[src/rtl/trail_pkg.sv]
// Shared constants, trail codes, colours and types for the trail framebuffer read side.
package trail_pkg;

  localparam logic [9:0] H_ACTIVE = 10'd640;
  localparam logic [9:0] V_ACTIVE = 10'd480;
  localparam logic [9:0] BORDER   = 10'd16;
  localparam int ADDR_W = 19;
  localparam int DATA_W = 8;
  localparam int RD_LAT = 2;

  localparam logic [DATA_W-1:0] CODE_EMPTY = 8'h00;
  localparam logic [DATA_W-1:0] CODE_P1    = 8'h01;
  localparam logic [DATA_W-1:0] CODE_P2    = 8'h80;
  localparam logic [DATA_W-1:0] CODE_OOR   = 8'hFF;

  localparam logic [23:0] RGB_BLACK  = 24'h000000;
  localparam logic [23:0] RGB_YELLOW = 24'hFFFF00;
  localparam logic [23:0] RGB_CYAN   = 24'h00FFFF;
  localparam logic [23:0] RGB_WHITE  = 24'hFFFFFF;
  localparam logic [23:0] RGB_RED    = 24'hFF0000;

  typedef enum logic [1:0] {
    ST_IDLE,
    ST_SLOT,
    ST_WAIT,
    ST_ACK
  } probe_state_t;

  typedef struct packed {
    logic active;
    logic border;
    logic is_probe;
  } slot_tag_t;

  // x + y*640 using shifts only: y*512 + y*128 + x
  function automatic logic [ADDR_W-1:0] calc_addr(input logic [9:0] x, input logic [9:0] y);
    logic [ADDR_W-1:0] yw;
    yw = ADDR_W'(y);
    return (yw << 9) + (yw << 7) + ADDR_W'(x);
  endfunction

  function automatic logic [23:0] code_to_rgb(input logic [DATA_W-1:0] code);
    logic [23:0] rgb;
    case (code)
      CODE_EMPTY: rgb = RGB_BLACK;
      CODE_P1:    rgb = RGB_YELLOW;
      CODE_P2:    rgb = RGB_CYAN;
      default:    rgb = RGB_WHITE;
    endcase
    return rgb;
  endfunction

endpackage

[src/rtl/trail_tag_pipe.sv]
// Shift register carrying slot tags alongside RAM reads so they line up with rd_data.
module trail_tag_pipe #(
  parameter int DEPTH = 3,
  parameter int W     = 3
) (
  input  logic         VGA_CLK,
  input  logic         reset,
  input  logic [W-1:0] tag_in,
  output logic [W-1:0] tag_out
);

  logic [DEPTH-1:0][W-1:0] stage_reg;

  always_ff @(posedge VGA_CLK or posedge reset) begin
    if (reset) begin
      stage_reg <= '0;
    end else begin
      stage_reg[0] <= tag_in;
      for (int i = 1; i < DEPTH; i++) begin
        stage_reg[i] <= stage_reg[i-1];
      end
    end
  end

  assign tag_out = stage_reg[DEPTH-1];

endmodule

[src/rtl/trail_fb_reader.sv]
// Framebuffer read side: scan address generation, colour map with border overlay,
// and collision probes served in the blanking slots the scan leaves free.
module trail_fb_reader
  import trail_pkg::*;
(
  input  logic              VGA_CLK,
  input  logic              reset,
  input  logic [9:0]        next_x,
  input  logic [9:0]        next_y,
  input  logic              active_in,
  output logic [ADDR_W-1:0] rd_addr,
  input  logic [DATA_W-1:0] rd_data,
  input  logic              probe_req,
  input  logic [9:0]        probe_x,
  input  logic [9:0]        probe_y,
  output logic              probe_ack,
  output logic              probe_hit,
  output logic [DATA_W-1:0] probe_code,
  output logic [7:0]        pix_r,
  output logic [7:0]        pix_g,
  output logic [7:0]        pix_b,
  output logic              pix_valid
);

  localparam int CNT_W = $clog2(RD_LAT + 1);

  probe_state_t     state_reg;
  logic [9:0]       px_reg, py_reg;
  logic [CNT_W-1:0] cnt_reg;
  logic             oor_reg;
  logic             scan_border;
  logic             probe_slot;
  slot_tag_t        tag_in, tag_out;

  assign scan_border = (next_x < BORDER) || (next_x >= H_ACTIVE - BORDER) ||
                       (next_y < BORDER) || (next_y >= V_ACTIVE - BORDER);
  assign probe_slot  = (state_reg == ST_SLOT) && !active_in;

  assign tag_in.active   = active_in;
  assign tag_in.border   = active_in && scan_border;
  assign tag_in.is_probe = probe_slot;

  // Scan always wins the read port; a probe only gets a slot during blanking.
  always_ff @(posedge VGA_CLK or posedge reset) begin
    if (reset) begin
      rd_addr <= '0;
    end else if (active_in) begin
      rd_addr <= calc_addr(next_x, next_y);
    end else if (probe_slot) begin
      rd_addr <= calc_addr(px_reg, py_reg);
    end
  end

  trail_tag_pipe #(
    .DEPTH(RD_LAT + 1),
    .W    ($bits(slot_tag_t))
  ) u_tag_pipe (
    .VGA_CLK(VGA_CLK),
    .reset  (reset),
    .tag_in (tag_in),
    .tag_out(tag_out)
  );

  always_ff @(posedge VGA_CLK or posedge reset) begin
    if (reset) begin
      pix_valid <= 1'b0;
      pix_r     <= '0;
      pix_g     <= '0;
      pix_b     <= '0;
    end else if (tag_out.active && !tag_out.is_probe) begin
      pix_valid <= 1'b1;
      {pix_r, pix_g, pix_b} <= tag_out.border ? RGB_RED : code_to_rgb(rd_data);
    end else begin
      pix_valid <= 1'b0;
      pix_r     <= '0;
      pix_g     <= '0;
      pix_b     <= '0;
    end
  end

  // Out-of-range probes pass through WAIT with a zero count so their ack
  // takes the same registered path as RAM-backed probes, without a read.
  always_ff @(posedge VGA_CLK or posedge reset) begin
    if (reset) begin
      state_reg  <= ST_IDLE;
      px_reg     <= '0;
      py_reg     <= '0;
      cnt_reg    <= '0;
      oor_reg    <= 1'b0;
      probe_ack  <= 1'b0;
      probe_hit  <= 1'b0;
      probe_code <= '0;
    end else begin
      probe_ack <= 1'b0;
      case (state_reg)
        ST_IDLE: begin
          if (probe_req) begin
            px_reg <= probe_x;
            py_reg <= probe_y;
            if ((probe_x >= H_ACTIVE) || (probe_y >= V_ACTIVE)) begin
              oor_reg   <= 1'b1;
              cnt_reg   <= '0;
              state_reg <= ST_WAIT;
            end else begin
              oor_reg   <= 1'b0;
              state_reg <= ST_SLOT;
            end
          end
        end
        ST_SLOT: begin
          if (!active_in) begin
            cnt_reg   <= CNT_W'(RD_LAT);
            state_reg <= ST_WAIT;
          end
        end
        ST_WAIT: begin
          if (cnt_reg == '0) begin
            probe_ack <= 1'b1;
            if (oor_reg) begin
              probe_hit  <= 1'b1;
              probe_code <= CODE_OOR;
            end else begin
              probe_hit  <= (rd_data != CODE_EMPTY);
              probe_code <= rd_data;
            end
            state_reg <= ST_ACK;
          end else begin
            cnt_reg <= cnt_reg - 1'b1;
          end
        end
        ST_ACK:  state_reg <= ST_IDLE;
        default: state_reg <= ST_IDLE;
      endcase
    end
  end

endmodule

[config.mk]
export PLATFORM = sky130hd
export DESIGN_NAME = trail_fb_reader
export DESIGN_NICKNAME = d
export VERILOG_FILES = /design/src/rtl/trail_pkg.sv /design/src/rtl/trail_tag_pipe.sv /design/src/rtl/trail_fb_reader.sv
export SDC_FILE = /design/constraint.sdc
export NUM_CORES = 1
export LEC_CHECK = 0
export BUFFER_PORTS_ARGS = -buffer_cell sky130_fd_sc_hd__buf_2
export CAP_MARGIN = 20
export CORE_MARGIN = 8
export CORE_UTILIZATION = 40
export DETAILED_ROUTE_END_ITERATION = 8
export GPL_TIMING_DRIVEN = 0
export PLACE_DENSITY = 0.67
export SLEW_MARGIN = 20
export SYNTH_ARGS = -nofsm -noshare
export SYNTH_HDL_FRONTEND = slang
export SYNTH_SLANG_ARGS = --single-unit
[constraint.sdc]
create_clock -name VGA_CLK -period 2.35 [get_ports VGA_CLK]
set_input_delay 0.1175 -clock VGA_CLK [delete_from_list [all_inputs] [get_ports VGA_CLK]]
set_output_delay 0.1175 -clock VGA_CLK [all_outputs]
set_load 0.03 [all_outputs]
==> flow_summary_export.csv, run 1 <==
group,metric,value,unit
global_route,grt_overflow,0,
final_layout,final_util,51.8,%
final_layout,area_delta_synth_final,28.4,%
detailed_routing,drc,0,
critical_path,crit_chain,"inv_2 -> fa_1 -> inv_2 -> fa_2 -> a211oi_2 -> nor2_2 -> o21a_1 -> nor2_1 -> xnor2_1 -> a221o_1",
pwr,leakage,2.54,nW
logic_synthesis,synthDistinctLibCells,49,
job,drv_cap,0,
final_layout,multi_input_area,2200,sq um
timing,rsz0062_at_grt,"true",
critical_path,reg2reg_to,"rd_addr[14]",
logic_synthesis,synth.area.top_cells,"dfrtp_1, ha_1, mux2_2",
logic_synthesis,synth_edf_count,0,
pwr,vdd_drop_max,576,uV
timing,finalSetupViolCount,3,
floorplanning,rows,37,
cts,clockRootBuffer,"clkbuf_8",
floorplanning,die_area,13700,sq um
timing,final-hold-violation-count,0,
worst_hold_path,whs_endpoint,"rd_addr[4]",
logic_synthesis,synthArstFlopShare,100,%
cts,cts_max_level,3,
cts,cts_sinks,67,
critical_path,cpMaxStageDelayCell,"fa_1",
timing,holdWs,0.0140,ns
floorplanning,start_util,40.3,%
placement,gp_congestion,0.830,
final_layout,drive_above_1_share,35.9,%
logic_synthesis,synth_cells,400,
logic_synthesis,avgSynthCellArea,10.2,sq um
detailed_routing,avgViaCountPerCell,4.94,
final_layout,largest_register_ffs,19,
cts,cts_buffer_depth,2,
global_route,antenna_found_initial,0,
floorplanning,die_h,117,microns
timing,setup_ws,-0.0919,ns
logic_synthesis,yosysTopAreaCellShare,41.0,%
critical_path,cp_common_cell,"inv_2",
logic_synthesis,syn-num-nets,499,
detailed_routing,via_count,3342,
pwr,pwr_density_cell,1330,nW/um^2
floorplanning,ioPinCount,106,
status,outcome,"finished, violations left",
worst_hold_path,hold_start,"next_x[4]",
placement,port_buffers,105,
timing,min_period_over_period,104,%
final_layout,num_antenna_cells,0,
critical_path,r2r_start,"px_reg[9]",
timing,fmax,410,MHz
final_layout,n_fill_cell,916,
timing,worst_slew_pin_slew,0.591,ns
detailed_routing,dr.pass1.iters,4,
timing,finalCriticalPeriod,2.44,ns
critical_path,slowest_delay,0.55,ns
critical_path,cp.arrival,2.67,ns
logic_synthesis,synth-seq-area-share,41.0,%
critical_path,start_kind,"flip-flop",
critical_path,end_kind,"flip-flop",
cts,cts.clk_slew.worst_paths,0.08,ns
cts,worstSkewPairLatency,0.34,ns
cts,cts_tree,"yes",
status,violations,"setup timing",
critical_path,worstPathMaxFanout,3,
critical_path,worst-endpoint-required,2.58,ns
final_layout,nets,635,
critical_path,crit_type,"flip-flop to flip-flop",
worst_hold_path,worstHoldPathType,"primary input to flip-flop",
placement,dp_hpwl,7790,microns
global_route,grt_use_total,14.7,%
timing,finClkSkew,0.00838,ns
final_layout,regArea,1680,sq um
detailed_routing,route.final.wire_length,9860,microns
timing,max_slew_margin,60.6,%
logic_synthesis,synth-main-ff-cell,"dfrtp_1",
worst_hold_path,worstHoldPathCells,3,
floorplanning,die_w,117,microns
global_route,grt_pass1_vias,3451,
global_route,grt_pass1_wl,16000,microns
critical_path,ff2ff_setup_slack,-0.09,ns
logic_synthesis,syn-cell-area,4090,sq um
logic_synthesis,yosys.area.top_type,"dfrtp_1",
global_route,grt_start_max_net_pins,35,
detailed_routing,drt.antenna.violating_nets,0,
detailed_routing,drtIter0Drc,161,
cts,numCtsBuffers,9,
floorplanning,core_area,10100,sq um
logic_synthesis,synth_seq_cells,67,
timing,slew_violations,0,
detailed_routing,wl_per_cell,14.6,microns
logic_synthesis,synth-warning-count,0,
critical_path,r2r_cells,10,
synth_stat cells (2+ instances only):
cell type and n:
nor3_1 11, o21a_1 5, nor2_1 38, inv_1 18
xnor2_1 6, nand2b_1 2, ha_1 43, fa_1 4
buf_1 3, mux2i_1 13, buf_4 21, a311oi_1 3
nand4_1 2, a31oi_1 2, a22oi_1 3, o21ai_0 27
dfrtp_1 67, mux2_2 20, o21ai_1 4, nor2b_1 3
a211oi_2 3, a21o_1 7, clkbuf_1 7, a211oi_1 10
a21oi_1 21, nor4_1 2, buf_2 2, o211ai_1 2
xor2_1 4, o22ai_1 2, nand2_1 26, o21bai_1 2
cell type report:
| cell class | count | share of cell area [%] |
|---|---|---|
| Timing Repair Buffer | 125 | 13.8 |
| Inverter | 19 | 1.41 |
| Clock buffer | 9 | 2.36 |
| Tap cell | 136 | 3.24 |
| Sequential cell | 67 | 31.9 |
| Multi-Input combinational cell | 281 | 41.8 |
| Clock inverter | 7 | 1.57 |
| Buffer | 33 | 3.91 |
layout by cell type, fill, tap and decap left out, drive strengths merged, types with 16 or more instances in the layout:
| master | synthesis | final |
|---|---|---|
| a21oi | 21 | 21 |
| nor2 | 38 | 38 |
| mux2 | 21 | 21 |
| clkbuf | 7 | 16 |
| ha | 43 | 43 |
| o21ai | 31 | 31 |
| dfrtp | 67 | 67 |
| buf | 26 | 137 |
| inv | 19 | 23 |
| nand2 | 26 | 26 |
kinds of logic after synthesis:
logic type      synth area share, %
compound gates                 16.3
xor+xnor                       2.14
fa+ha+maj                      15.1
buf+inv                        6.76
flops                          41.0
mux                            8.96
simple gates                   9.76
per-layer routing:
metal / GRT usage, % / up-vias / part of all wire, %
li1: - / 1678 / -
met1: 18.5 / 1552 / 46
met2: 23.8 / 103 / 45
met3: 4.57 / 9 / 8.1
met4: 4.52 / 0 / 1.4
met5: 0 / - / 0
per-stage QoR:
step / instances / setup slack (ns) / power (mW) / setup TNS [ns] / cell area, sq um
floorplan: 400 / -0.00305 / 4.74 / -0.00305 / 4100
global placement: 641 / -0.237 / 5.54 / -16.41 / 4790
detailed placement: 642 / -0.265 / 5.63 / -0.916 / 4820
CTS: 676 / -0.127 / 6.94 / -0.273 / 5230
global route: 677 / -0.203 / 7.56 / -0.765 / 5250
finish: 677 / -0.0919 / 6.98 / -0.140 / 5250
worst max-delay path, delay by kind of cell (launching register included):
kind	cells	cell delay, ns
XOR/XNOR	1	0.09
AO/OA/AOI/OAI	3	0.69
buffers and inverters	2	0.10
flip-flops	1	0.37
AND/OR/NAND/NOR	2	0.19
adder cells (fa/ha/maj)	2	0.90
where the power goes:
group	switching (mW)	internal, mW
clock	0.485	0.508
combinational	2.33	1.79
sequential	0.290	1.57
how the worst max path moves through the flow:
stage / from / to / cells past startpoint
after global placement: reset / px_reg[5] / 2
after detailed placement: py_reg[0] / rd_addr[18] / 10
after global routing: px_reg[9] / rd_addr[14] / 10
after floorplan: px_reg[9] / rd_addr[14] / 10
final: px_reg[9] / rd_addr[14] / 10
after CTS: py_reg[2] / rd_addr[14] / 10
timing repair:
item	in CTS	in global routing
hold endpoints to repair	46	0
gates cloned	0	0
endpoints found under the setup margin	5	6
hold buffers	14	0
buffers inserted	4	1
gates resized for setup	9	4
pin swaps	15	10
Power figures use the tool's default switching activity.
==> run 2, diff against run 1 <==
--- a/config.mk
+++ b/config.mk
@@ -5,13 +5,13 @@
 export SDC_FILE = /design/constraint.sdc
 export NUM_CORES = 1
 export LEC_CHECK = 0
-export BUFFER_PORTS_ARGS = -buffer_cell sky130_fd_sc_hd__buf_2
 export CAP_MARGIN = 20
 export CORE_MARGIN = 8
 export CORE_UTILIZATION = 40
 export DETAILED_ROUTE_END_ITERATION = 8
+export DONT_BUFFER_PORTS = 1
 export GPL_TIMING_DRIVEN = 0
-export PLACE_DENSITY = 0.67
+export PLACE_DENSITY = 0.57
 export SLEW_MARGIN = 20
 export SYNTH_ARGS = -nofsm -noshare
 export SYNTH_HDL_FRONTEND = slang
==> flow_summary_export.csv, run 2 (same netlist as run 1, synthesis figures left out) <==
group,metric,value,unit
timing,setup_tns,-0.215,ns
global_route,antenna_found_initial,0,
pwr,seq_power_share,33.5,%
pwr,p_total,6.83,mW
detailed_routing,route.final.wire_length,10100,microns
critical_path,worst-endpoint-required,2.57,ns
pwr,combPwrFrac,52.4,%
critical_path,worstPathMaxFanout,3,
pwr,clockPowerShare,14.1,%
floorplanning,start_util,40.3,%
cts,clockRootBuffer,"clkbuf_8",
cts,worstSkewPairLatency,0.34,ns
final_layout,final_common_cell,"dfrtp_1",
floorplanning,die_area,13700,sq um
final_layout,final_cell_area,4990,sq um
status,violations,"setup timing",
final_layout,largest_register_ffs,19,
final_layout,n_fill_cell,944,
global_route,grt_start_max_net_pins,36,
cts,cts_tree,"yes",
final_layout,stdcell_count,595,
cts,cts_sinks,67,
pwr,pwr_density_cell,1370,nW/um^2
placement,port_buffers,0,
timing,slew_violations,0,
floorplanning,rows,37,
detailed_routing,drt.antenna.violating_nets,0,
critical_path,slowest_delay,0.54,ns
worst_hold_path,worstHoldPathType,"primary input to flip-flop",
detailed_routing,drtIter0Drc,115,
cts,numCtsBuffers,9,
critical_path,end_kind,"flip-flop",
critical_path,cp_common_cell,"inv_2",
final_layout,layout_common_cells,"dfrtp_1, ha_1, nor2_1, dlygate4sd3_1, o21ai_0",
global_route,grt_pass1_vias,3282,
critical_path,cp.arrival,2.70,ns
timing,holdWs,0.0135,ns
placement,gp_congestion,0.852,
detailed_routing,dr.pass1.iters,6,
critical_path,crit_type,"flip-flop to flip-flop",
final_layout,num_antenna_cells,0,
critical_path,cpMaxStageDelayCell,"fa_1",
cts,cts_buffer_depth,2,
timing,finClkSkew,0.00792,ns
timing,finalCriticalPeriod,2.47,ns
status,outcome,"finished, violations left",
critical_path,worst-path-buf-inv,2,
critical_path,crit_chain,"inv_2 -> fa_1 -> inv_2 -> fa_2 -> a211oi_2 -> nor2_2 -> o21a_1 -> nor2_1 -> xnor2_1 -> a221o_1",
placement,placed_cells,537,
job,drv_cap,0,
floorplanning,core_area,10100,sq um
pwr,power_switching,3.08,mW
timing,rsz0062_at_grt,"true",
cts,cts_max_level,3,
global_route,grt_use_total,15.2,%
placement,dp_hpwl,7680,microns
floorplanning,die_w,117,microns
pwr,leakage,2.22,nW
detailed_routing,via_count,3119,
placement,placed_cell_area,4290,sq um
timing,min_period_over_period,105,%
detailed_routing,drc,0,
final_layout,final_util,49.2,%
floorplanning,ioPinCount,106,
timing,fmax,405,MHz
final_layout,drive_above_1_share,20.3,%
pwr,internal_power,3.75,mW
critical_path,crit_family,"adder cells",
pwr,vdd_drop_max,475,uV
timing,finalSetupViolCount,3,
timing,setup_ws,-0.122,ns
timing,final-hold-violation-count,0,
global_route,grt_overflow,0,
floorplanning,die_h,117,microns
global_route,grt_pass1_wl,16200,microns
detailed_routing,wl_per_cell,17.0,microns
critical_path,start_kind,"flip-flop",
final_layout,area_delta_synth_final,21.9,%
timing,worst_slew_pin_slew,0.599,ns
timing,max_slew_margin,60.1,%
pwr,switching_share,45.1,%
final_layout,nets,553,
detailed_routing,avgViaCountPerCell,5.24,
cts,cts.clk_slew.worst_paths,0.07,ns
placement,pre_cts_ws,-0.236,ns
## run 2: cell count changes in the layout (fill, tap and decap cells not counted), sizes merged
cell	change
clkbuf	+1
clkinv	+2
buf	-105
dlygate4sd3	+23
inv	-3
## run 2: final timing paths
path | slack, ns | endpoint | depth (start not counted) | start
worst min register to register | 0.35 | u_tag_pipe.tag_out[0] | 0 | u_tag_pipe.stage_reg[3]
worst min-delay path | 0.01 | probe_hit | 2 | rd_data[7]
max in group asynchronous | 1.54 | px_reg[6] | 3 | reset
worst max-delay path | -0.12 | rd_addr[14] | 10 | py_reg[2]
min in group asynchronous | 0.28 | u_tag_pipe.tag_out[2] | 2 | reset
worst max register to register | -0.12 | rd_addr[14] | 10 | py_reg[2]
## run 2: timing repair
item / 4_1_cts / 5_1_grt
buffers inserted: 5 / 0
hold buffers: 37 / 0
pin swaps: 15 / 5
gates resized for setup: 10 / 8
hold endpoints to repair: 72 / 0
cloned: 0 / 0
endpoints found under the setup margin: 5 / 7
## run 2: power groups by stage
stage	combinational [mW]	clock, mW	sequential (mW)
after CTS	3.38	0.998	2.29
after detailed placement	3.06	0	2.31
after floorplan	2.57	0	2.17
after global placement	3.02	0	2.30
after global routing	4.04	1.04	2.36
final	3.58	0.963	2.29
## run 2: per-layer routing
metal  GRT usage [%]  vias up  routed length, microns
met2            25.4      114                    4700
li1                -     1510                       -
met5               0        -                       0
met4            5.12        0                     129
met1            18.1     1482                    4220
met3            4.87       13                    1080
## run 2: worst reg2reg max path, delay by kind of cell, from the launching register on
kind	cells	cell delay [ns]
AOI/OAI and AO/OA	3	0.71
xor gates and xnor gates	1	0.09
adders and majority gates	2	0.89
buffers and inverters	2	0.11
DFF	1	0.37
and+or+nand+nor	2	0.20
## run 2: cell type report
class                           instances  area, sq um  share of cell area, %
Inverter                               19         73.8                   1.48
Timing Repair Buffer                   43          428                   8.58
Sequential cell                        67         1680                   33.6
Tap cell                              136          170                   3.41
Multi-Input combinational cell        281         2230                   44.8
Buffer                                 33          205                   4.11
Clock inverter                          6         63.8                   1.28
Clock buffer                           10          138                   2.76
==> run 3, diff against run 2 <==
--- a/config.mk
+++ b/config.mk
@@ -5,6 +5,7 @@
 export SDC_FILE = /design/constraint.sdc
 export NUM_CORES = 1
 export LEC_CHECK = 0
+export ABC_AREA = 1
 export CAP_MARGIN = 20
 export CORE_MARGIN = 8
 export CORE_UTILIZATION = 40
==> flow_summary_export.csv, run 3 <==
group,metric,value,unit
status,outcome,"complete, no violations",
final_layout,nets,707,
placement,gp_congestion,0.853,
logic_synthesis,syn-num-nets,655,
placement,placed_cells,697,
final_layout,layout_common_cells,"nand2_1, dfrtp_1, inv_1, nor2_1, ha_1",
logic_synthesis,synth-seq-area-share,38.9,%
worst_hold_path,worstHoldPathCells,2,
cts,cts.clk_slew.worst_paths,0.07,ns
final_layout,drive_above_1_share,10.5,%
critical_path,end_kind,"flip-flop",
final_layout,num_antenna_cells,0,
pwr,p_total,6.14,mW
critical_path,crit_chain,"inv_1 -> fa_1 -> inv_1 -> fa_2 -> nand2_2 -> nand3_2 -> nand2_2 -> inv_2 -> nand2_1 -> nand3b_1 -> nand3_1 -> nand2_1 -> nand2_1 -> nand2_1",
floorplanning,core_area,10700,sq um
final_layout,final_util,47.6,%
cts,worstSkewPairLatency,0.35,ns
cts,numCtsBuffers,9,
logic_synthesis,synth.area.top_cells,"dfrtp_1, nand2_1, ha_1",
placement,pre_cts_ws,0.0115,ns
final_layout,area_delta_synth_final,18.0,%
critical_path,r2r_cells,14,
global_route,grt_pass1_wl,18800,microns
logic_synthesis,yosysTopAreaCellShare,38.9,%
logic_synthesis,synth_seq_cells,67,
cts,cts_buffer_depth,2,
critical_path,ff2ff_setup_slack,0.13,ns
final_layout,largest_register_ffs,19,
timing,finalCriticalPeriod,2.22,ns
timing,finClkSkew,0.00996,ns
final_layout,regArea,1680,sq um
detailed_routing,wl_per_cell,15.2,microns
global_route,grt_pass1_vias,3733,
worst_hold_path,hold_start,"rd_data[7]",
floorplanning,die_w,120,microns
critical_path,cp.arrival,2.46,ns
detailed_routing,avgViaCountPerCell,4.85,
critical_path,start_kind,"flip-flop",
global_route,grt_start_max_net_pins,50,
logic_synthesis,synth-main-ff-cell,"dfrtp_1",
placement,placed_cell_area,4520,sq um
logic_synthesis,synth_cells,556,
final_layout,stdcell_count,752,
critical_path,slowest_delay,0.51,ns
detailed_routing,dr.pass1.iters,4,
logic_synthesis,synth_edf_count,0,
floorplanning,die_area,14400,sq um
critical_path,worst-endpoint-required,2.60,ns
timing,worst_slew_pin_slew,0.530,ns
global_route,grt_overflow,0,
pwr,pwr_density_cell,1210,nW/um^2
logic_synthesis,synthDistinctLibCells,37,
floorplanning,rows,38,
timing,slew_violations,0,
timing,setup_ws,0.135,ns
placement,port_buffers,0,
final_layout,n_fill_cell,1055,
global_route,grt_use_total,16.4,%
global_route,antenna_found_initial,0,
critical_path,crit_type,"flip-flop to flip-flop",
detailed_routing,via_count,3648,
critical_path,worstPathMaxFanout,3,
worst_hold_path,whs_endpoint,"pix_b[6]",
final_layout,multi_input_area,2220,sq um
timing,setup_tns,0,ns
timing,holdWs,0.0205,ns
pwr,leakage,2.70,nW
worst_hold_path,worstHoldPathType,"primary input to flip-flop",
placement,dp_hpwl,8760,microns
critical_path,cpMaxStageDelayCell,"fa_1",
job,drv_cap,0,
timing,final-hold-violation-count,0,
floorplanning,ioPinCount,106,
logic_synthesis,syn-cell-area,4310,sq um
logic_synthesis,synth_commonest_cells,"nand2_1, dfrtp_1, inv_1, nor2_1, ha_1",
cts,cts_tree,"yes",
logic_synthesis,yosys.area.top_type,"dfrtp_1",
critical_path,reg2reg_to,"rd_addr[14]",
detailed_routing,drtIter0Drc,204,
logic_synthesis,synth_most_common_cell,"nand2_1",
pwr,vdd_drop_max,622,uV
timing,min_period_over_period,94.3,%
detailed_routing,drt.antenna.violating_nets,0,
cts,cts_sinks,67,
timing,max_slew_margin,64.7,%
floorplanning,start_util,40.3,%
timing,finalSetupViolCount,0,
detailed_routing,route.final.wire_length,11500,microns
logic_synthesis,avgSynthCellArea,7.76,sq um
floorplanning,die_h,120,microns
critical_path,cp_common_cell,"nand2_1",
cts,cts_max_level,3,
logic_synthesis,synthArstFlopShare,100,%
timing,fmax,451,MHz
cts,clockRootBuffer,"clkbuf_8",
final_layout,final_common_cell,"nand2_1",
final_layout,final_cell_area,5090,sq um
detailed_routing,drc,0,
logic_synthesis,synth-warning-count,0,
critical_path,r2r_start,"py_reg[0]",
[run 3: final cells by class]
type                    count  area share, %
clock inverters             3          0.786
plain buffers              30           4.13
clock buffers              12           2.65
flip-flops and latches     67           32.9
inverters                  56           4.28
well taps                 140           3.44
multi-input cells         403           43.5
repair buffers             41           8.26
[run 3: how the worst max path moves through the flow]
stage	to	cells after the start	from	slack [ns]
2_1_floorplan	rd_addr[14]	14	px_reg[9]	0.25
3_3_place_gp	py_reg[4]	1	reset	-0.21
3_5_place_dp	rd_addr[14]	14	px_reg[9]	0.01
4_1_cts	rd_addr[14]	14	px_reg[9]	0.06
5_1_grt	rd_addr[14]	14	py_reg[0]	-0.004
6_report	rd_addr[14]	14	py_reg[0]	0.13
[run 3: what timing repair did]
action | CTS | global route
setup endpoints to repair | 1 | 1
setup buffers | 0 | 3
hold endpoints to repair | 106 | 0
pin swaps | 0 | 1
gates resized for setup | 1 | 1
hold buffers | 37 | 0
cloned | 0 | 0
[run 3: worst max-delay path: cells and delay by family, from the launching register on]
kind | cells | cell delay, ns
simple gates | 9 | 0.65
fa+ha+maj | 2 | 0.90
flops | 1 | 0.36
buf+inv | 3 | 0.18
[run 3: where the power goes]
part           switching [mW]  leakage [nW]  internal, mW  total [mW]
logic                    1.80          1.80          1.09        2.90
registers               0.743         0.811          1.57        2.31
clock network           0.445        0.0902         0.482       0.927
[run 3: cells by family (layout without fill, tap and decap cells)]
family                     count (synthesis)  in the layout  synth area share [%]
buffers and inverters                     86            142                  9.86
AOI/OAI and AO/OA                         46             46                  6.21
DFF                                       67             67                  38.9
xor gates and xnor gates                   5              5                  1.02
and+or+nand+nor                          305            305                  29.7
adders and majority gates                 47             47                  14.3
[run 3: layer usage]
metal / vias to the layer above / wire length, microns / global-route usage, % / share of wire [%]
li1: 1861 / - / - / -
met2: 111 / 5560 / 27.8 / 48
met5: - / 0 / 0 / 0
met1: 1657 / 4720 / 18.5 / 41
met4: 0 / 269 / 6.25 / 2.3
met3: 19 / 922 / 5.68 / 8.0
